<file path="src/rtl/fetch_unit_pkg.sv">
// Shared types, FSM state codes and predecode match tables for the fetch stage.
// The match masks/values are identical to the encodings used by decode.
package fetch_unit_pkg;

   localparam int INSNBITS_SIZE = 32;
   localparam int GPR_SIZE      = 64;
   localparam int IMM26_W       = 26;

   typedef logic [INSNBITS_SIZE-1:0] insn_t;
   typedef logic [GPR_SIZE-1:0]      gpr_t;

   // Fetch FSM state codes, kept as plain constants so legacy tools can read them.
   typedef logic [1:0] fetch_state_t;
   localparam fetch_state_t FS_RUN           = 2'd0;
   localparam fetch_state_t FS_WAIT_REDIRECT = 2'd1;
   localparam fetch_state_t FS_HALTED        = 2'd2;

   // B / BL: opcode in bits [31:26], imm26 below.
   localparam insn_t UNCOND_MASK = 32'hFC00_0000;
   localparam insn_t B_VAL       = 32'h1400_0000;
   localparam insn_t BL_VAL      = 32'h9400_0000;

   // BR / BLR / RET: everything fixed except Rn in bits [9:5].
   localparam insn_t INDIRECT_MASK = 32'hFFFF_FC1F;
   localparam insn_t BR_VAL        = 32'hD61F_0000;
   localparam insn_t BLR_VAL       = 32'hD63F_0000;
   localparam insn_t RET_VAL       = 32'hD65F_0000;

   // HLT: imm16 in bits [20:5] is ignored.
   localparam insn_t HLT_MASK = 32'hFFE0_001F;
   localparam insn_t HLT_VAL  = 32'hD440_0000;

   // Match tables walked by the predecoder; entry 0 is the rightmost element.
   localparam int N_UNCOND   = 2;
   localparam int N_INDIRECT = 3;
   localparam logic [N_UNCOND-1:0][INSNBITS_SIZE-1:0]   UNCOND_VALS   = {BL_VAL, B_VAL};
   localparam logic [N_INDIRECT-1:0][INSNBITS_SIZE-1:0] INDIRECT_VALS = {RET_VAL, BLR_VAL, BR_VAL};

   // True when the masked instruction equals the given encoding.
   function automatic logic insn_match(input insn_t insn, input insn_t mask, input insn_t val);
      return (insn & mask) == val;
   endfunction

endpackage

</file>
<file path="src/rtl/fetch_unit_if.sv">
// Instruction-memory request/response bus plus the fetch-to-dispatch handoff.
// master = fetch unit, slave = instruction memory / dispatch side.
interface fetch_unit_if #(
   parameter int IADDR_W = 64
);
   import fetch_unit_pkg::*;

   logic               out_imem_req;
   logic [IADDR_W-1:0] out_imem_addr;
   insn_t              in_imem_rdata;
   insn_t              out_fetch_insnbits;
   logic               out_fetch_done;
   gpr_t               out_fetch_branch_PC;

   modport master (
      output out_imem_req,
      output out_imem_addr,
      input  in_imem_rdata,
      output out_fetch_insnbits,
      output out_fetch_done,
      output out_fetch_branch_PC
   );

   modport slave (
      input  out_imem_req,
      input  out_imem_addr,
      output in_imem_rdata,
      input  out_fetch_insnbits,
      input  out_fetch_done,
      input  out_fetch_branch_PC
   );

endinterface

</file>
<file path="src/rtl/fetch_unit_predecode.sv">
// Combinational predecode of a delivered word: flags control-flow classes that
// change fetch direction and computes the direct-branch target.
module fetch_unit_predecode
   import fetch_unit_pkg::*;
(
   input  insn_t i_insnbits,
   input  gpr_t  i_pc,
   output logic  o_is_uncond,
   output logic  o_is_indirect,
   output logic  o_is_halt,
   output gpr_t  o_taken_target
);

   logic [N_UNCOND-1:0]   w_uncond_hit;
   logic [N_INDIRECT-1:0] w_indirect_hit;
   gpr_t                  w_offset;

   genvar gi;
   generate
      // One comparator per direct unconditional branch encoding (B, BL).
      for (gi = 0; gi < N_UNCOND; gi++) begin : g_uncond
         assign w_uncond_hit[gi] = insn_match(i_insnbits, UNCOND_MASK, UNCOND_VALS[gi]);
      end
      // One comparator per register-indirect branch encoding (BR, BLR, RET).
      for (gi = 0; gi < N_INDIRECT; gi++) begin : g_indirect
         assign w_indirect_hit[gi] = insn_match(i_insnbits, INDIRECT_MASK, INDIRECT_VALS[gi]);
      end
   endgenerate

   assign o_is_uncond   = |w_uncond_hit;
   assign o_is_indirect = |w_indirect_hit;
   assign o_is_halt     = insn_match(i_insnbits, HLT_MASK, HLT_VAL);

   // Word offset: sign-extended imm26 scaled by 4; the add wraps modulo 2^64.
   assign w_offset = {{(GPR_SIZE-IMM26_W-2){i_insnbits[IMM26_W-1]}},
                      i_insnbits[IMM26_W-1:0], 2'b00};
   assign o_taken_target = i_pc + w_offset;

endmodule

</file>
<file path="src/rtl/fetch_unit.sv">
// Instruction fetch stage: owns the PC, issues at most one request per cycle to a
// 1-cycle-latency imem, holds one word in a skid buffer under backpressure, and
// redirects itself on B/BL, stops on HLT and waits on BR/BLR/RET for commit.
module fetch_unit
   import fetch_unit_pkg::*;
#(
   parameter gpr_t RESET_PC = '0,
   parameter int   IADDR_W  = 64
)(
   input  logic         in_clk,
   input  logic         in_rst,
   input  logic         in_stall,
   input  logic         in_redirect_valid,
   input  gpr_t         in_redirect_PC,
   fetch_unit_if.master bus,
   output logic         out_halted
);

   // Architectural fetch state.
   fetch_state_t r_state;
   gpr_t         r_fetch_pc;

   // The single outstanding imem request.
   logic         r_inflight_valid;
   gpr_t         r_inflight_pc;
   logic         r_inflight_squash;

   // One-entry skid buffer for a response that arrives while stalled.
   logic         r_skid_valid;
   insn_t        r_skid_insn;
   gpr_t         r_skid_pc;

   // Registered dispatch outputs.
   logic         r_fetch_done;
   insn_t        r_fetch_insnbits;
   gpr_t         r_fetch_branch_PC;
   logic         r_halted;

   // Next-state values.
   fetch_state_t w_state_next;
   gpr_t         w_fetch_pc_next;
   logic         w_inflight_valid_next;
   gpr_t         w_inflight_pc_next;
   logic         w_inflight_squash_next;
   logic         w_skid_valid_next;
   insn_t        w_skid_insn_next;
   gpr_t         w_skid_pc_next;
   insn_t        w_fetch_insnbits_next;
   gpr_t         w_fetch_branch_PC_next;

   // Issue / response / delivery decisions.
   logic         w_issue;
   logic         w_resp_live;
   logic         w_can_deliver;
   logic         w_dlv_skid;
   logic         w_dlv_resp;
   logic         w_deliver;
   logic         w_skid_capture;
   insn_t        w_dlv_insn;
   gpr_t         w_dlv_pc;

   // Predecode of the word being delivered this cycle.
   logic         w_pd_uncond;
   logic         w_pd_indirect;
   logic         w_pd_halt;
   gpr_t         w_pd_target;
   logic         w_dlv_uncond;
   logic         w_dlv_indirect;
   logic         w_dlv_halt;
   logic         w_dlv_turns;

   // A request goes out only in RUN and only when nothing overrides the PC this cycle.
   assign w_issue = (r_state == FS_RUN) & ~in_stall & ~in_redirect_valid & ~in_rst;

   // A response is usable unless its request was issued down a path we have left.
   assign w_resp_live   = r_inflight_valid & ~r_inflight_squash;
   assign w_can_deliver = ~in_redirect_valid & ~in_stall;

   // The skid word is older than any live response, so it goes first. Both cannot
   // be pending at once because nothing issues during a stall.
   assign w_dlv_skid     = w_can_deliver & r_skid_valid;
   assign w_dlv_resp     = w_can_deliver & ~r_skid_valid & w_resp_live;
   assign w_deliver      = w_dlv_skid | w_dlv_resp;
   assign w_skid_capture = ~in_redirect_valid & in_stall & w_resp_live;

   assign w_dlv_insn = r_skid_valid ? r_skid_insn : bus.in_imem_rdata;
   assign w_dlv_pc   = r_skid_valid ? r_skid_pc   : r_inflight_pc;

   fetch_unit_predecode u_predecode (
      .i_insnbits     (w_dlv_insn),
      .i_pc           (w_dlv_pc),
      .o_is_uncond    (w_pd_uncond),
      .o_is_indirect  (w_pd_indirect),
      .o_is_halt      (w_pd_halt),
      .o_taken_target (w_pd_target)
   );

   assign w_dlv_uncond   = w_deliver & w_pd_uncond;
   assign w_dlv_indirect = w_deliver & w_pd_indirect;
   assign w_dlv_halt     = w_deliver & w_pd_halt;
   // Any of these makes the sequential request issued alongside it wrong-path.
   assign w_dlv_turns    = w_dlv_uncond | w_dlv_indirect | w_dlv_halt;

   // Next-state selection: redirect overrides everything except reset.
   always_comb begin
      w_state_next           = r_state;
      w_fetch_pc_next        = r_fetch_pc;
      w_inflight_valid_next  = w_issue;
      w_inflight_pc_next     = r_fetch_pc;
      w_inflight_squash_next = w_issue & w_dlv_turns;
      w_skid_valid_next      = r_skid_valid;
      w_skid_insn_next       = r_skid_insn;
      w_skid_pc_next         = r_skid_pc;
      w_fetch_insnbits_next  = r_fetch_insnbits;
      w_fetch_branch_PC_next = r_fetch_branch_PC;

      if (in_redirect_valid) begin
         // HLT or an indirect wait may have been wrong-path, so resume from any state.
         w_state_next           = FS_RUN;
         w_fetch_pc_next        = in_redirect_PC;
         w_inflight_valid_next  = 1'b0;
         w_inflight_squash_next = 1'b0;
         w_skid_valid_next      = 1'b0;
      end else begin
         if (w_dlv_halt) begin
            w_state_next = FS_HALTED;
         end else if (w_dlv_indirect) begin
            w_state_next = FS_WAIT_REDIRECT;
         end

         // A taken B/BL retargets the PC; the request issued this cycle is squashed above.
         if (w_dlv_uncond) begin
            w_fetch_pc_next = w_pd_target;
         end else if (w_issue) begin
            w_fetch_pc_next = r_fetch_pc + 64'd4;
         end

         if (w_skid_capture) begin
            w_skid_valid_next = 1'b1;
            w_skid_insn_next  = bus.in_imem_rdata;
            w_skid_pc_next    = r_inflight_pc;
         end else if (w_dlv_skid) begin
            w_skid_valid_next = 1'b0;
         end

         if (w_deliver) begin
            w_fetch_insnbits_next  = w_dlv_insn;
            w_fetch_branch_PC_next = w_dlv_pc;
         end
      end
   end

   // State and output registers with synchronous reset.
   always_ff @(posedge in_clk) begin
      if (in_rst) begin
         r_state           <= FS_RUN;
         r_fetch_pc        <= RESET_PC;
         r_inflight_valid  <= 1'b0;
         r_inflight_pc     <= '0;
         r_inflight_squash <= 1'b0;
         r_skid_valid      <= 1'b0;
         r_skid_insn       <= '0;
         r_skid_pc         <= '0;
         r_fetch_done      <= 1'b0;
         r_fetch_insnbits  <= '0;
         r_fetch_branch_PC <= '0;
         r_halted          <= 1'b0;
      end else begin
         r_state           <= w_state_next;
         r_fetch_pc        <= w_fetch_pc_next;
         r_inflight_valid  <= w_inflight_valid_next;
         r_inflight_pc     <= w_inflight_pc_next;
         r_inflight_squash <= w_inflight_squash_next;
         r_skid_valid      <= w_skid_valid_next;
         r_skid_insn       <= w_skid_insn_next;
         r_skid_pc         <= w_skid_pc_next;
         r_fetch_done      <= w_deliver;
         r_fetch_insnbits  <= w_fetch_insnbits_next;
         r_fetch_branch_PC <= w_fetch_branch_PC_next;
         r_halted          <= (w_state_next == FS_HALTED);
      end
   end

   assign bus.out_imem_req        = w_issue;
   assign bus.out_imem_addr       = r_fetch_pc[IADDR_W-1:0];
   assign bus.out_fetch_done      = r_fetch_done;
   assign bus.out_fetch_insnbits  = r_fetch_insnbits;
   assign bus.out_fetch_branch_PC = r_fetch_branch_PC;
   assign out_halted              = r_halted;

endmodule

</file>
<file path="src/flat_wrapper.sv">
// flat-port wrapper written by rule: the top's interface ports become plain ports
module fetch_unit_flat import fetch_unit_pkg::*;
#(
   parameter gpr_t RESET_PC = '0,
   parameter int   IADDR_W  = 64
)
  (in_clk, in_rst, in_stall, in_redirect_valid, in_redirect_PC, out_halted, bus_out_imem_req, bus_out_imem_addr, bus_in_imem_rdata, bus_out_fetch_insnbits, bus_out_fetch_done, bus_out_fetch_branch_PC);
  fetch_unit_if #(.IADDR_W(IADDR_W)) bus_i ();
  input  logic in_clk;
  input  logic in_rst;
  input  logic in_stall;
  input  logic in_redirect_valid;
  input  gpr_t in_redirect_PC;
  output logic out_halted;
  output wire logic [$bits(bus_i.out_imem_req)-1:0] bus_out_imem_req;
  output wire logic [$bits(bus_i.out_imem_addr)-1:0] bus_out_imem_addr;
  input wire logic [$bits(bus_i.in_imem_rdata)-1:0] bus_in_imem_rdata;
  output wire logic [$bits(bus_i.out_fetch_insnbits)-1:0] bus_out_fetch_insnbits;
  output wire logic [$bits(bus_i.out_fetch_done)-1:0] bus_out_fetch_done;
  output wire logic [$bits(bus_i.out_fetch_branch_PC)-1:0] bus_out_fetch_branch_PC;
  assign bus_out_imem_req = bus_i.out_imem_req;
  assign bus_out_imem_addr = bus_i.out_imem_addr;
  assign bus_i.in_imem_rdata = bus_in_imem_rdata;
  assign bus_out_fetch_insnbits = bus_i.out_fetch_insnbits;
  assign bus_out_fetch_done = bus_i.out_fetch_done;
  assign bus_out_fetch_branch_PC = bus_i.out_fetch_branch_PC;
  fetch_unit #(.RESET_PC(RESET_PC), .IADDR_W(IADDR_W)) u_core (.in_clk(in_clk), .in_rst(in_rst), .in_stall(in_stall), .in_redirect_valid(in_redirect_valid), .in_redirect_PC(in_redirect_PC), .bus(bus_i), .out_halted(out_halted));
endmodule
</file>
<file path="config.mk">
export PLATFORM = sky130hd
export DESIGN_NAME = fetch_unit_flat
export DESIGN_NICKNAME = d
export VERILOG_FILES = /design/src/rtl/fetch_unit_pkg.sv /design/src/rtl/fetch_unit_if.sv /design/src/rtl/fetch_unit_predecode.sv /design/src/rtl/fetch_unit.sv /design/src/flat_wrapper.sv
export SDC_FILE = /design/constraint.sdc
export NUM_CORES = 1
export LEC_CHECK = 0
export BUFFER_PORTS_ARGS = -buffer_cell sky130_fd_sc_hd__buf_2
export CAP_MARGIN = 20
export CORE_MARGIN = 5
export CORE_UTILIZATION = 30
export CTS_CLUSTER_DIAMETER = 30
export DETAILED_ROUTE_END_ITERATION = 6
export GPL_ROUTABILITY_DRIVEN = 0
export GPL_TIMING_DRIVEN = 1
export MAX_ROUTING_LAYER = met4
export PLACE_DENSITY_LB_ADDON = 0.2
export SLEW_MARGIN = 20
export SYNTH_ARGS = -nofsm -noshare
export SYNTH_HDL_FRONTEND = slang
export SYNTH_HIERARCHICAL = 1
export SYNTH_SLANG_ARGS = --single-unit
</file>
<file path="constraint.sdc">
create_clock -name in_clk -period 7.96 [get_ports in_clk]
set_clock_uncertainty 0.1 [all_clocks]
set_input_delay 0.398 -clock in_clk [delete_from_list [all_inputs] [get_ports in_clk]]
set_output_delay 0.398 -clock in_clk [all_outputs]
set_load 0.02 [all_outputs]
</file>
# Word level (Yosys, flattened, before mapping)

Cells that the tools add are included.

Add/subtract/negate cells: 2
Equality and inequality tests: 7
Mux-type cells: 10
Bitwise logic cells: 22
Reduce and logical (&&, ||, !) cells: 8

Operators by type and width:

| operator              | number |
|---|---|
| $mux 64               | 4 |
| $eq 27x27->1 const B  | 3 |
| $add 64x3->64 const B | 1 |
| $add 64x64->64        | 1 |
| $mux 32               | 1 |
| $eq 16x16->1 const B  | 1 |
| $and 1x1->1           | 14 |
| $eq 6x3->1 const B    | 1 |
| $eq 6x6->1 const B    | 1 |
| $mux 2                | 3 |
| $not 1->1             | 5 |
| $reduce_and 2->1      | 2 |
| $reduce_or 2->1       | 2 |
| $or 1x1->1            | 3 |
| $reduce_bool 3->1     | 1 |
| $reduce_or 3->1       | 1 |
| $eq 2x2->1 const B    | 1 |
| $logic_not 2->1       | 1 |
| $mux 1                | 2 |
| $reduce_bool 2->1     | 1 |

Flip-flop bits (word level): 327
Input port bits: 100
Output and inout bits: 163
Logic and storage cells: 61

# Depth between registers and ports, before layout

Gate-level depths: netlist of run 1.

Word-level depth: 10
Depth in mapped cells: 20
Mapped depth without buffers: 17

# By module

The synthesis of run 1 kept the hierarchy.

Modules (own cells, without submodules):

| module               | instances | cells an instance | area an instance (sq um) | seq. area each (sq um) |
|---|---|---|---|---|
| fetch_unit           | 1         | 1747              | 14173.6                  | 6546.3 |
| fetch_unit_predecode | 1         | 585               | 3957.5                   | 0.0 |

# Worst setup path after synthesis of run 1

Ideal clock, no wire load.

Path kind: reg2reg
Start point: reg u_core.r_skid_valid
End point: reg u_core.r_fetch_pc[61] (netlist: u_core/bus.out_imem_addr[61])
Library setup time: 122 ps
Arrival: 4304 ps
Setup slack: 3434 ps
Cell stages (with the launch flop): 20
Buffers on the path: 3
Clock period less this slack: 4526 ps
Cells stage by stage: dfxtp_1 clkbuf_1 buf_1 buf_2 mux2_2 ha_1 a21o_1 a311o_1 a41oi_2 o21ai_2 a41o_4 a221oi_4 o21ai_2 a41oi_2 xnor2_1 inv_1 o221ai_1 o211a_1 and2_1 a221o_1

Elaborated cells between the ends (all ways): 15

RTL lines:

| element                    | RTL line                   | RTL |
|---|---|---|
| start, declared            | fetch_unit.sv:29           | `logic r_skid_valid;` |
| start signal, assigned     | fetch_unit.sv:174          | `r_skid_valid <= w_skid_valid_next;` |
| $mux 64                    | fetch_unit.sv:87           | `assign w_dlv_pc = r_skid_valid ? r_skid_pc : r_inflight_pc;` |
| via u_core.w_dlv_pc[14]    | fetch_unit.sv:60           | `gpr_t w_dlv_pc;` |
| $add 64x64->64             | fetch_unit_predecode.sv:37 | `assign o_taken_target = i_pc + w_offset;` |
| via u_core.w_pd_target[61] | fetch_unit.sv:66           | `gpr_t w_pd_target;` |
| $mux 64                    | fetch_unit.sv:132          | `if (w_dlv_uncond) begin` |
| $mux 64                    | fetch_unit.sv:117          | `if (in_redirect_valid) begin` |
| end signal, assigned       | fetch_unit.sv:170          | `r_fetch_pc <= w_fetch_pc_next;` |
| end, declared              | fetch_unit.sv:21           | `gpr_t r_fetch_pc;` |

The timed path passes the listed nets, and every way through them passes these cells.
A chain may end at the register's enable or synchronous reset.

# Final worst setup path of run 1

Start point: reg u_core.r_skid_valid
End point: reg u_core.r_fetch_pc[60] (netlist: u_core/bus.out_imem_addr[60])

Elaborated cells between the ends (all ways): 15

RTL lines:

| element                    | RTL line                   | RTL |
|---|---|---|
| $mux 32                    | fetch_unit.sv:86           | `assign w_dlv_insn = r_skid_valid ? r_skid_insn : bus.in_imem_rdata;` |
| via u_core.w_dlv_insn[15]  | fetch_unit.sv:59           | `insn_t w_dlv_insn;` |
| $add 64x64->64             | fetch_unit_predecode.sv:37 |  |
| via u_core.w_pd_target[60] | fetch_unit.sv:66           |  |
| $mux 64                    | fetch_unit.sv:132          |  |
| $mux 64                    | fetch_unit.sv:117          |  |

The timed path passes the listed nets, and every way through them passes these cells.

==> reports/metrics.csv, run 1 <==
stage,metric,value,unit
drt,first_pass_iters,6,
clock_tree,clock_latency,0.63,ns
power_and_ir_drop,peakVddDrop,0.142,mV
clock_tree,cts_tree,yes,
drt,met3WireLength,4690,um
worst_setup_path,arrival,5.96,ns
worst_setup_path,path_class,reg -> reg,
synthesis,syn_area_per_cell,7.77,um^2
sta,hold_viol_final,0,
sta,slew_violations,0,
final_layout,stdcell_area,0.0237,mm^2
final_layout,final_util,0.394,
synthesis,ys_types,82,
power_and_ir_drop,power_density,266,mW/mm^2
final_layout,nets,2750,
sta,setup_viol,0,
floorplanning,start_util,0.302,
synthesis,syn_area,0.0181,mm^2
global_route,grt_pass1_vias,18100,
floorplanning,fp.dieArea,0.0655,mm^2
drt,drc_errors,0,
clock_tree,cts_hold_buf,37,
worst_setup_path,r2r_cells,16,
place,placed_area,0.0200,mm^2
clock_tree,clock_tree.buffer_depth,3,
sta,min_period,5.54,ns
min_path,holdPathStages,3,
floorplanning,core,0.0601,mm^2
clock_tree,cts_buffers,95,
drt,avgRoutedWirePerCell,21.4,um
clock_tree,root_buffer,clkbuf_16,
global_route,grt_max_degree,98,
synthesis,synth_area_leaders,"dfxtp_1, nand2_1, a21oi_1",
min_path,hold_path.class,in -> reg,
synthesis,synth_ff_type,dfxtp_1,
sta,min_period_over_period,0.696,
synthesis,yosysTopAreaCell,dfxtp_1,
synthesis,synth.yosys.warnings,6,
run_status,status,finished clean,
drt,final_antenna_net_count,0,
clock_tree,cts_resized,0,
final_layout,nFillCells,6226,
clock_tree,post_cts_buffers,0,
clock_tree,cts_sinks,327,
sta,fmax,181,MHz
synthesis,ys_ff_latch,327,
drt,drt-total-wl,73800,um
floorplanning,chipWidth,256,um
drt,m1WireLength,32200,um
synthesis,synth-edff-count,0,
global_route,grt_pass1_wl,111000,um
clock_tree,clkSlewWorstSetupHoldPaths,0.04,ns
final_layout,drive_gt1_frac,0.218,
sta,maxSlewHeadroom,0.241,
drt,dr.max_layer_used,met4,
worst_setup_path,crit_path_end_kind,register,
drt,drt-vias-per-instance,5.39,
drt,route.met2.wl,34400,um
drt,vias,18600,
global_route,grt_overflow,0,
drt,first_iter_violations,1508,
job,cap_violations,0,
place,dp_hpwl,53000,um
sta,worstMarginPinSlew,1.14,ns
floorplanning,pin_count,263,
synthesis,synth_top_area_frac,0.361,
power_and_ir_drop,leakage,9.59,nW
sta,tns,0,ns
final_layout,synthToLayoutAreaGrowth,30.7,%
place,portBuffers,262,
global_route,track_usage,0.221,
clock_tree,htree_levels,3,
worst_setup_path,crit_required,8.39,ns
floorplanning,die_height,256,um
global_route,antenna_found_initial,0,
synthesis,synthArstFlopShare,0,
synthesis,yosysSeqAreaShare,0.361,
synthesis,syn_inst,2332,
synthesis,synth_fp_nets,2495,
sta,rsz0062_at_grt,false,
floorplanning,fp-row-count,90,
worst_setup_path,worstPathMaxFanout,65,
worst_setup_path,start_kind,register,
==> worst max-delay path, cell delays in order (launching register included) <==
cell and delay, ns:
dfxtp_4 0.98, buf_4 0.62, mux2_2 0.43, ha_1 0.40, a21oi_1 0.25, o21bai_1 0.11
a21oi_1 0.25, o32ai_1 0.18, o31ai_1 0.56, o211ai_2 0.17, a31oi_1 0.44, o31ai_2 0.14
xor2_1 0.14, o22ai_1 0.11, o21ai_0 0.21, mux2i_1 0.09, nor4_1 0.21
==> cells in the mapped netlist (32+ instances only) <==
cell type  count
dfxtp_1      327
nor2b_1       61
xor2_1        32
ha_1          62
mux2_2        97
a21o_1        38
nor3_1        45
nand2_1      502
o21ai_0       74
a21oi_1      307
nor2_1       128
clkbuf_1     123
nand4_1       49
a211oi_1      32
inv_1         43
nand3_1       50
xnor2_1       51
==> report_power, final <==
part	leakage (nW)	total, mW	switching, mW	internal (mW)
registers	2.66	1.76	0.0698	1.69
logic	5.29	0.635	0.405	0.230
clock network	1.64	3.89	1.11	2.78
total	9.59	6.29	1.59	4.71
==> cell type report <==
| class | instances | area (um^2) | share of cell area |
|---|---|---|---|
| tap | 782 | 978 | 0.0413 |
| timing repair buffer | 320 | 1850 | 0.0780 |
| inverter | 43 | 161 | 0.00681 |
| antenna | 1 | 2.50 | 0.000106 |
| clock buffer | 125 | 2670 | 0.113 |
| clock inverter | 48 | 662 | 0.0279 |
| sequential | 327 | 6550 | 0.276 |
| multi-input combinational | 1800 | 10800 | 0.457 |
==> sequential cells by signal, summed over array words and instances (netlist names), 2 cells and up <==
| name | flops |
|---|---|
| u_core/bus.out_fetch_branch_PC | 64 |
| u_core/r_skid_pc | 64 |
| u_core/r_skid_insn | 32 |
| u_core/r_state | 2 |
| u_core/bus.out_fetch_insnbits | 32 |
| u_core/bus.out_imem_addr | 64 |
| u_core/r_inflight_pc | 64 |
==> kinds of logic (layout without fill, tap and decap cells) <==
logic type	after synthesis	in the layout	share of synthesized area
AND/OR/NAND/NOR	926	926	0.233
AO/OA/AOI/OAI	626	626	0.214
flip-flops	327	327	0.361
buffers and inverters	205	536	0.0444
multiplexers	102	102	0.0630
XOR/XNOR	83	83	0.0401
adder cells (fa/ha/maj)	63	63	0.0439
other	0	1	0
==> worst paths after layout <==
path | to | slack [ns] | start
max | u_core/bus.out_imem_addr[60] | 2.42 | u_core/r_skid_valid
min | u_core/bus.out_imem_addr[8] | 0.04 | in_redirect_PC[8]
max reg2reg | u_core/bus.out_imem_addr[60] | 2.42 | u_core/r_skid_valid
min reg2reg | u_core/r_skid_pc[49] | 0.34 | u_core/r_inflight_pc[49]
==> per-stage QoR <==
step | std cells | total power, mW | hold WS, ns | worst slack [ns]
after floorplan | 2332 | 2.17 | 0.329 | 3.43
after global routing | 3445 | 6.51 | 0.0371 | 2.01
after CTS | 3445 | 6.35 | 0.00474 | 2.47
final | 3446 | 6.29 | 0.0401 | 2.42
after detailed placement | 3235 | 2.40 | 0.341 | 2.44
after global placement | 3235 | 2.40 | 0.332 | 2.52
==> per-layer routing <==
| layer | track usage | up-vias |
|---|---|---|
| li1 | - | 8766 |
| met1 | 0.278 | 8958 |
| met2 | 0.354 | 702 |
| met3 | 0.0416 | 140 |
| met4 | 0.0814 | 0 |
| met5 | - | - |
==> layout by cell type, fill, tap and decap left out, types with 16 or more instances in the layout <==
cell / n
o22ai_1: 23
ha_1: 62
nand4_1: 49
nor3_1: 44
xnor2_1: 51
nand2_1: 502
dlygate4sd3_1: 37
buf_4: 21
buf_2: 261
nor2_1: 127
a211oi_1: 32
a21oi_1: 307
clkbuf_8: 16
dfxtp_1: 326
clkinv_2: 16
a21o_1: 38
clkbuf_16: 96
nor2b_1: 61
nand3_1: 49
o21bai_1: 17
xor2_1: 32
nor4_1: 23
inv_1: 42
mux2_2: 97
o21ai_0: 74
Power figures use the tool's default switching activity.
==> inputs of run 2 (changes only) <==
--- a/config.mk
+++ b/config.mk
@@ -5,6 +5,7 @@
 export SDC_FILE = /design/constraint.sdc
 export NUM_CORES = 1
 export LEC_CHECK = 0
+export ABC_AREA = 1
 export BUFFER_PORTS_ARGS = -buffer_cell sky130_fd_sc_hd__buf_2
 export CAP_MARGIN = 20
 export CORE_MARGIN = 5
==> constraint.sdc (replaced) <==
create_clock -name in_clk -period 5.3 [get_ports in_clk]
set_clock_uncertainty 0.1 [all_clocks]
set_input_delay 0.265 -clock in_clk [delete_from_list [all_inputs] [get_ports in_clk]]
set_output_delay 0.265 -clock in_clk [all_outputs]
set_load 0.02 [all_outputs]
==> run 2 against run 1 <==
Compared with the run above: synthesized area rose by 14%; combinational power rose by 98%; via count rose by 25%; register-to-register slack got worse by 1.0 ns; sequential share of layout area fell by 3.1 points; count of clock-buffer cells in the layout fell by 19; sequential power rose by 54%; global-route usage rose by 1.9 points; setup slack got worse by 1.0 ns; non-clock buffer count rose by 61; die area rose by 13%.
==> reports/metrics.csv, run 2 <==
stage,metric,value,unit,change
synthesis,ys_ff_latch,327,,unchanged
clock_tree,root_buffer,clkbuf_16,,
worst_setup_path,worstPathMaxFanout,55,,-15%
synthesis,yosysTopAreaCell,dfxtp_1,,
synthesis,synthArstFlopShare,0,,unchanged
floorplanning,fp.dieArea,0.0741,mm^2,+13%
clock_tree,cts_buffers,86,,-9.5%
synthesis,synth_area_leaders,"dfxtp_1, nand2_1, nor2_1",,
sta,hold_viol_final,0,,unchanged
synthesis,synth_top_area_frac,0.317,,-0.0436
floorplanning,fp-row-count,96,,+6.7%
sta,worstMarginPinSlew,1.04,ns,-0.0930 ns
global_route,grt_max_degree,101,,+3.1%
sta,min_period_over_period,0.741,,+0.0450
global_route,grt_pass1_vias,21800,,+21%
worst_setup_path,path_class,reg -> reg,,
global_route,track_usage,0.240,,+0.0190
sta,rsz0062_at_grt,false,,
sta,setup_ws,1.37,ns,-1.05 ns
final_layout,drive_gt1_frac,0.125,,-0.0929
worst_setup_path,arrival,4.38,ns,-1.58 ns
place,dp_hpwl,69000,um,+30%
global_route,grt_overflow,0,,unchanged
synthesis,synth-edff-count,0,,unchanged
place,portBuffers,262,,unchanged
drt,avgRoutedWirePerCell,18.3,um,-15%
sta,fmax,255,MHz,+41%
final_layout,nets,4076,,+48%
worst_setup_path,crit_required,5.76,ns,-2.63 ns
clock_tree,post_cts_buffers,0,,unchanged
drt,drc_errors,0,,unchanged
clock_tree,clock_latency,0.65,ns,+0.02 ns
sta,maxSlewHeadroom,0.305,,+0.0639
power_and_ir_drop,power_density,351,mW/mm^2,+32%
floorplanning,start_util,0.302,,about the same
job,cap_violations,0,,unchanged
power_and_ir_drop,leakage,13.7,nW,+43%
clock_tree,htree_levels,3,,unchanged
synthesis,ys_types,40,,-51%
drt,drt-total-wl,88900,um,+21%
synthesis,syn_area_per_cell,5.77,um^2,-26%
floorplanning,core,0.0683,mm^2,+14%
clock_tree,clkSlewWorstSetupHoldPaths,0.05,ns,about the same
place,post-place-ws,1.46,ns,-0.981 ns
final_layout,final_util,0.391,,-0.00282
synthesis,syn_inst,3573,,+53%
min_path,hold_path.class,in -> reg,,
synthesis,synth.yosys.warnings,6,,unchanged
power_and_ir_drop,peakVddDrop,0.228,mV,+61%
sta,setup_viol,0,,unchanged
worst_setup_path,start_kind,register,,
final_layout,multiInputGateArea,0.0120,mm^2,+11%
final_layout,nFillCells,7470,,+20%
sta,min_period,3.93,ns,-1.61 ns
sta,tns,0,ns,unchanged
drt,vias,23200,,+25%
clock_tree,clock_tree.buffer_depth,3,,unchanged
final_layout,final_cell_mix,"nand2_1, nor2_1, inv_1",,
drt,first_iter_violations,2062,,+37%
synthesis,synth_ff_type,dfxtp_1,,
floorplanning,pin_count,263,,unchanged
global_route,grt_pass1_wl,133000,um,+20%
final_layout,layout_commonest_cell,nand2_1,,
final_layout,regArea,0.00655,mm^2,unchanged
final_layout,synthToLayoutAreaGrowth,29.7,%,
drt,final_antenna_net_count,0,,unchanged
sta,slew_violations,0,,unchanged
drt,first_pass_iters,6,,unchanged
final_layout,insertedDiodeCount,0,,-1
floorplanning,die_height,272,um,+6.4%
worst_setup_path,crit_path_end_kind,register,,
global_route,antenna_found_initial,0,,unchanged
synthesis,synthTopCellsByCount,"nand2_1, nor2_1, inv_1, dfxtp_1, o21ai_0",,
clock_tree,cts_sinks,327,,unchanged
place,dpl.cell_count,4609,,+42%
synthesis,synth.most_common_cell,nand2_1,,
clock_tree,cts_tree,yes,,
drt,drt-vias-per-instance,4.77,,-12%
final_layout,fin_cells,4865,,+41%
synthesis,synth_fp_nets,3736,,+50%
synthesis,yosysSeqAreaShare,0.317,,-0.0436
floorplanning,chipWidth,272,um,+6.4%
run_status,status,finished clean,,
synthesis,syn_area,0.0206,mm^2,+14%
==> run 2: through the flow <==
step	hold slack (ns)	total power, mW	area (um^2)
final	0.173	9.40	26700
after global routing	0.169	9.76	26700
after CTS	0.137	9.46	26700
after detailed placement	0.338	3.92	22700
after global placement	0.335	3.93	22700
after floorplan	0.300	3.44	20600
==> run 2: critical path, stage by stage, from the launching register on <==
cell and delay, ns:
dfxtp_4 0.35, buf_4 0.55, nand2_1 0.10, nand2_1 0.25
ha_1 0.27, inv_1 0.07, fa_1 0.40, inv_1 0.12
nand2_1 0.06, nand2_1 0.08, nand3_1 0.07, nand2_1 0.16
nand2_1 0.09, nand2_2 0.10, nand2_1 0.07, nand2_2 0.10
nand2_1 0.12, nand2_1 0.09, nand2_1 0.05, nand2_1 0.15
o21ai_0 0.13, o21bai_1 0.22, a21oi_1 0.12
==> run 2: routing by layer <==
metal  vias to the layer above  GRT usage  wire length [um]
li1                      11700          -                 -
met1                     10500      0.337             42000
met2                       828      0.357             37900
met3                       157     0.0269              5940
met4                         0     0.0858              3020
met5                         -          -                 0
==> run 2: final timing paths <==
check,start,to,slack [ns],cells after the start
setup / recovery,u_core/r_skid_valid,u_core/bus.out_imem_addr[46],1.37,22
hold / removal,in_rst,u_core/r_inflight_pc[45],0.17,2
setup reg to reg,u_core/r_skid_valid,u_core/bus.out_imem_addr[46],1.37,22
hold reg to reg,u_core/bus.out_imem_addr[0],u_core/r_inflight_pc[0],0.34,2
==> run 2: layout make-up <==
cell class,count,share of cell area
clock buffer,106,0.0882
sequential,327,0.245
inverter,401,0.0564
multi-input combinational,2716,0.451
timing repair buffer,381,0.0916
tap,882,0.0413
clock inverter,52,0.0270
==> run 2: kinds of logic (layout without fill, tap and decap cells) <==
kind of cell | after synthesis | count (layout) | synth area share
adders and majority gates | 63 | 63 | 0.0386
and+or+nand+nor | 2210 | 2210 | 0.423
xor gates and xnor gates | 60 | 60 | 0.0255
buffers and inverters | 530 | 940 | 0.0988
AOI/OAI and AO/OA | 383 | 383 | 0.0965
DFF | 327 | 327 | 0.317
==> run 2: where the power goes <==
group          leakage, nW  switching (mW)  internal (mW)  total (mW)
logic                 9.53           0.861          0.395        1.26
clock network         1.50            1.75           3.68        5.43
registers             2.66           0.137           2.57        2.71
==> run 2: repair_timing <==
item                      CTS  global route
hold buffers               98             0
gates resized for setup     0             0
hold endpoints to repair  106             0
==> inputs of run 3 (changes only) <==
--- a/config.mk
+++ b/config.mk
@@ -5,7 +5,7 @@
 export SDC_FILE = /design/constraint.sdc
 export NUM_CORES = 1
 export LEC_CHECK = 0
-export ABC_AREA = 1
+export ABC_AREA = 0
 export BUFFER_PORTS_ARGS = -buffer_cell sky130_fd_sc_hd__buf_2
 export CAP_MARGIN = 20
 export CORE_MARGIN = 5
==> constraint.sdc (replaced) <==
create_clock -name in_clk -period 3.55 [get_ports in_clk]
set_clock_uncertainty 0.1 [all_clocks]
set_input_delay 0.1775 -clock in_clk [delete_from_list [all_inputs] [get_ports in_clk]]
set_output_delay 0.1775 -clock in_clk [all_outputs]
set_load 0.02 [all_outputs]
==> run 3 against run 2 <==
Compared with the run above: critical path type unchanged; the flow now finishes with violations (negative setup slack); final cell count shrank 20%; wire length down 9.8%; largest power group unchanged; design area up 5.0%; sequential power increased by 45%.
==> reports/metrics.csv, run 3 (synthesized netlist as in run 1, its figures left out) <==
stage,metric,value,unit,change
global_route,grt_pass1_wl,119000,um,-10%
clock_tree,clock_latency,0.64,ns,about the same
power_and_ir_drop,peakVddDrop,0.316,mV,+39%
place,post-place-ws,-0.547,ns,-2.01 ns
final_layout,final_cell_mix,"nand2_1, buf_4, dfxtp_1",,
final_layout,nets,3192,,-22%
power_and_ir_drop,power_density,500,mW/mm^2,+42%
global_route,grt_max_degree,94,,-6.9%
worst_setup_path,arrival,4.46,ns,+0.08 ns
floorplanning,core,0.0601,mm^2,-12%
sta,min_period_over_period,1.13,,+0.390
place,dp_hpwl,58400,um,-15%
worst_setup_path,path_class,reg -> reg,,
worst_setup_path,start_kind,register,,
worst_setup_path,r2r_cells,18,,-18%
clock_tree,clkSlewWorstSetupHoldPaths,0.05,ns,about the same
final_layout,fin_cells,3880,,-20%
clock_tree,clock_tree.buffer_depth,3,,unchanged
worst_setup_path,crit_path_end_kind,register,,
final_layout,drive_gt1_frac,0.343,,+0.218
sta,fmax,249,MHz,-2.2%
drt,avgRoutedWirePerCell,20.7,um,+13%
place,portBuffers,262,,unchanged
drt,drt-vias-per-instance,5.22,,+9.5%
power_and_ir_drop,leakage,11.9,nW,-13%
worst_setup_path,r2r-end,u_core/bus.out_imem_addr[60],,
worst_setup_path,crit_required,3.99,ns,-1.77 ns
worst_setup_path,crit_end,u_core/bus.out_imem_addr[60],,
sta,rsz0062_at_grt,true,,
sta,slew_violations,0,,unchanged
worst_setup_path,slowest_stage,a2111o_1,,
clock_tree,htree_levels,3,,unchanged
global_route,grt_pass1_vias,20200,,-7.6%
sta,setup_ws,-0.463,ns,-1.84 ns
final_layout,nFillCells,5960,,-20%
worst_setup_path,setup.reg_to_reg.worst_slack,-0.46,ns,-1.84 ns
min_path,hold_path.class,in -> reg,,
sta,maxSlewHeadroom,0.317,,+0.0120
run_status,status,"complete, but fails checks",,
sta,worstMarginPinSlew,1.02,ns,-0.0180 ns
clock_tree,cts_sinks,327,,unchanged
worst_setup_path,max_stage_delay,0.44,ns,-0.11 ns
run_status,violations,negative setup slack,,
worst_setup_path,worstPathMaxFanout,7,,-87%
floorplanning,die_height,256,um,-6.0%
worst_setup_path,crit_chain,buf_6 -> mux2_4 -> ha_4 -> inv_2 -> fa_2 -> and2b_1 -> o2111ai_2 -> a2111o_1 -> a21oi_2 -> o31ai_4 -> o211ai_2 -> a31oi_4 -> o31ai_2 -> xor2_1 -> o22ai_2 -> o21bai_1 -> mux2i_1 -> nor4_1,,
clock_tree,cts_buffers,90,,+4.7%
worst_setup_path,worstSetupStartpoint,u_core/r_skid_valid,,
sta,hold_slack,0.152,ns,-0.0204 ns
drt,drt-total-wl,80200,um,-9.8%
clock_tree,cts_tree,yes,,
final_layout,synthToLayoutAreaGrowth,54.9,%,
clock_tree,root_buffer,clkbuf_16,,
floorplanning,fp-row-count,90,,-6.3%
place,dpl.cell_count,3598,,-22%
sta,min_period,4.01,ns,+0.0874 ns
drt,vias,20300,,-13%
global_route,grt_overflow,0,,unchanged
floorplanning,pin_count,263,,unchanged
drt,final_antenna_net_count,0,,unchanged
final_layout,insertedDiodeCount,0,,unchanged
drt,first_iter_violations,1613,,-22%
sta,setup_viol,39,,+39
floorplanning,fp.dieArea,0.0655,mm^2,-12%
sta,hold_viol_final,0,,unchanged
global_route,antenna_found_initial,0,,unchanged
drt,first_pass_iters,7,,+1
final_layout,layout_commonest_cell,nand2_1,,
drt,drc_errors,0,,unchanged
floorplanning,chipWidth,256,um,-6.0%
floorplanning,start_util,0.302,,about the same
global_route,track_usage,0.237,,-0.00302
min_path,hp-start,bus_in_imem_rdata[0],,
job,cap_violations,0,,unchanged
worst_setup_path,reg2reg_from,u_core/r_skid_valid,,
[run 3: cell count changes in the layout (fill, tap and decap cells not counted), moves of 194 or more]
cell	delta
a21oi_1	+194
o21ai_0	-194
nor2_1	-643
buf_4	+350
inv_1	-340
nand2_1	-739
[run 3: repair_timing]
item	in CTS	in global routing
hold buffers	100	1
gates cloned	0	2
endpoints found under the setup margin	41	47
resized for setup	83	80
endpoints found under the hold margin	153	1
setup buffers	6	16
pin swaps	8	52
[run 3: worst min-delay path by stage]
stage / cells past startpoint / end / slack (ns)
2_1_floorplan: 2 / u_core/r_skid_insn[0] / 0.21
3_3_place_gp: 3 / u_core/bus.out_imem_addr[1] / 0.32
3_5_place_dp: 3 / u_core/bus.out_imem_addr[1] / 0.32
4_1_cts: 4 / u_core/bus.out_imem_addr[60] / 0.002
5_1_grt: 6 / u_core/bus.out_fetch_insnbits[0] / 0.17
6_report: 6 / u_core/bus.out_fetch_insnbits[0] / 0.15
[run 3: through the flow]
step                       util  instance area [um^2]  total power, mW  TNS (ns)
after floorplan               -                 18300             4.88     -1.38
after global placement    0.382                 23000             5.75     -9.39
after detailed placement  0.382                 23000             5.77    -11.81
after CTS                 0.458                 27600             14.1     -7.09
after global routing      0.467                 28100             14.5    -14.00
final                     0.467                 28100             14.0     -8.44
[run 3: critical path, delay by kind of cell (launching register included)]
kind	cells	cell delay, ns
flops	1	0.43
buf+inv	2	0.21
compound gates	9	1.77
mux	2	0.27
fa+ha+maj	2	0.48
simple gates	2	0.45
xor+xnor	1	0.20
[run 3: cell type report]
cell class / count / area [um^2] / area share
sequential: 327 / 6550 / 0.233
timing repair buffer: 766 / 5600 / 0.199
clock inverter: 45 / 568 / 0.0202
inverter: 43 / 161 / 0.00575
multi-input combinational: 1801 / 11700 / 0.418
clock buffer: 116 / 2490 / 0.0887
tap: 782 / 978 / 0.0348
[run 3: power by group]
group	internal, mW	leakage (nW)	switching [mW]
Clock	5.57	1.49	2.50
Sequential	3.80	2.66	0.138
Combinational	0.941	7.73	1.10
Total	10.3	11.9	3.74
[run 3: routing by layer]
layer	GRT usage	wire, um
met5	-	0
met3	0.0362	4270
met4	0.0945	2930
met2	0.396	38900
met1	0.287	34100
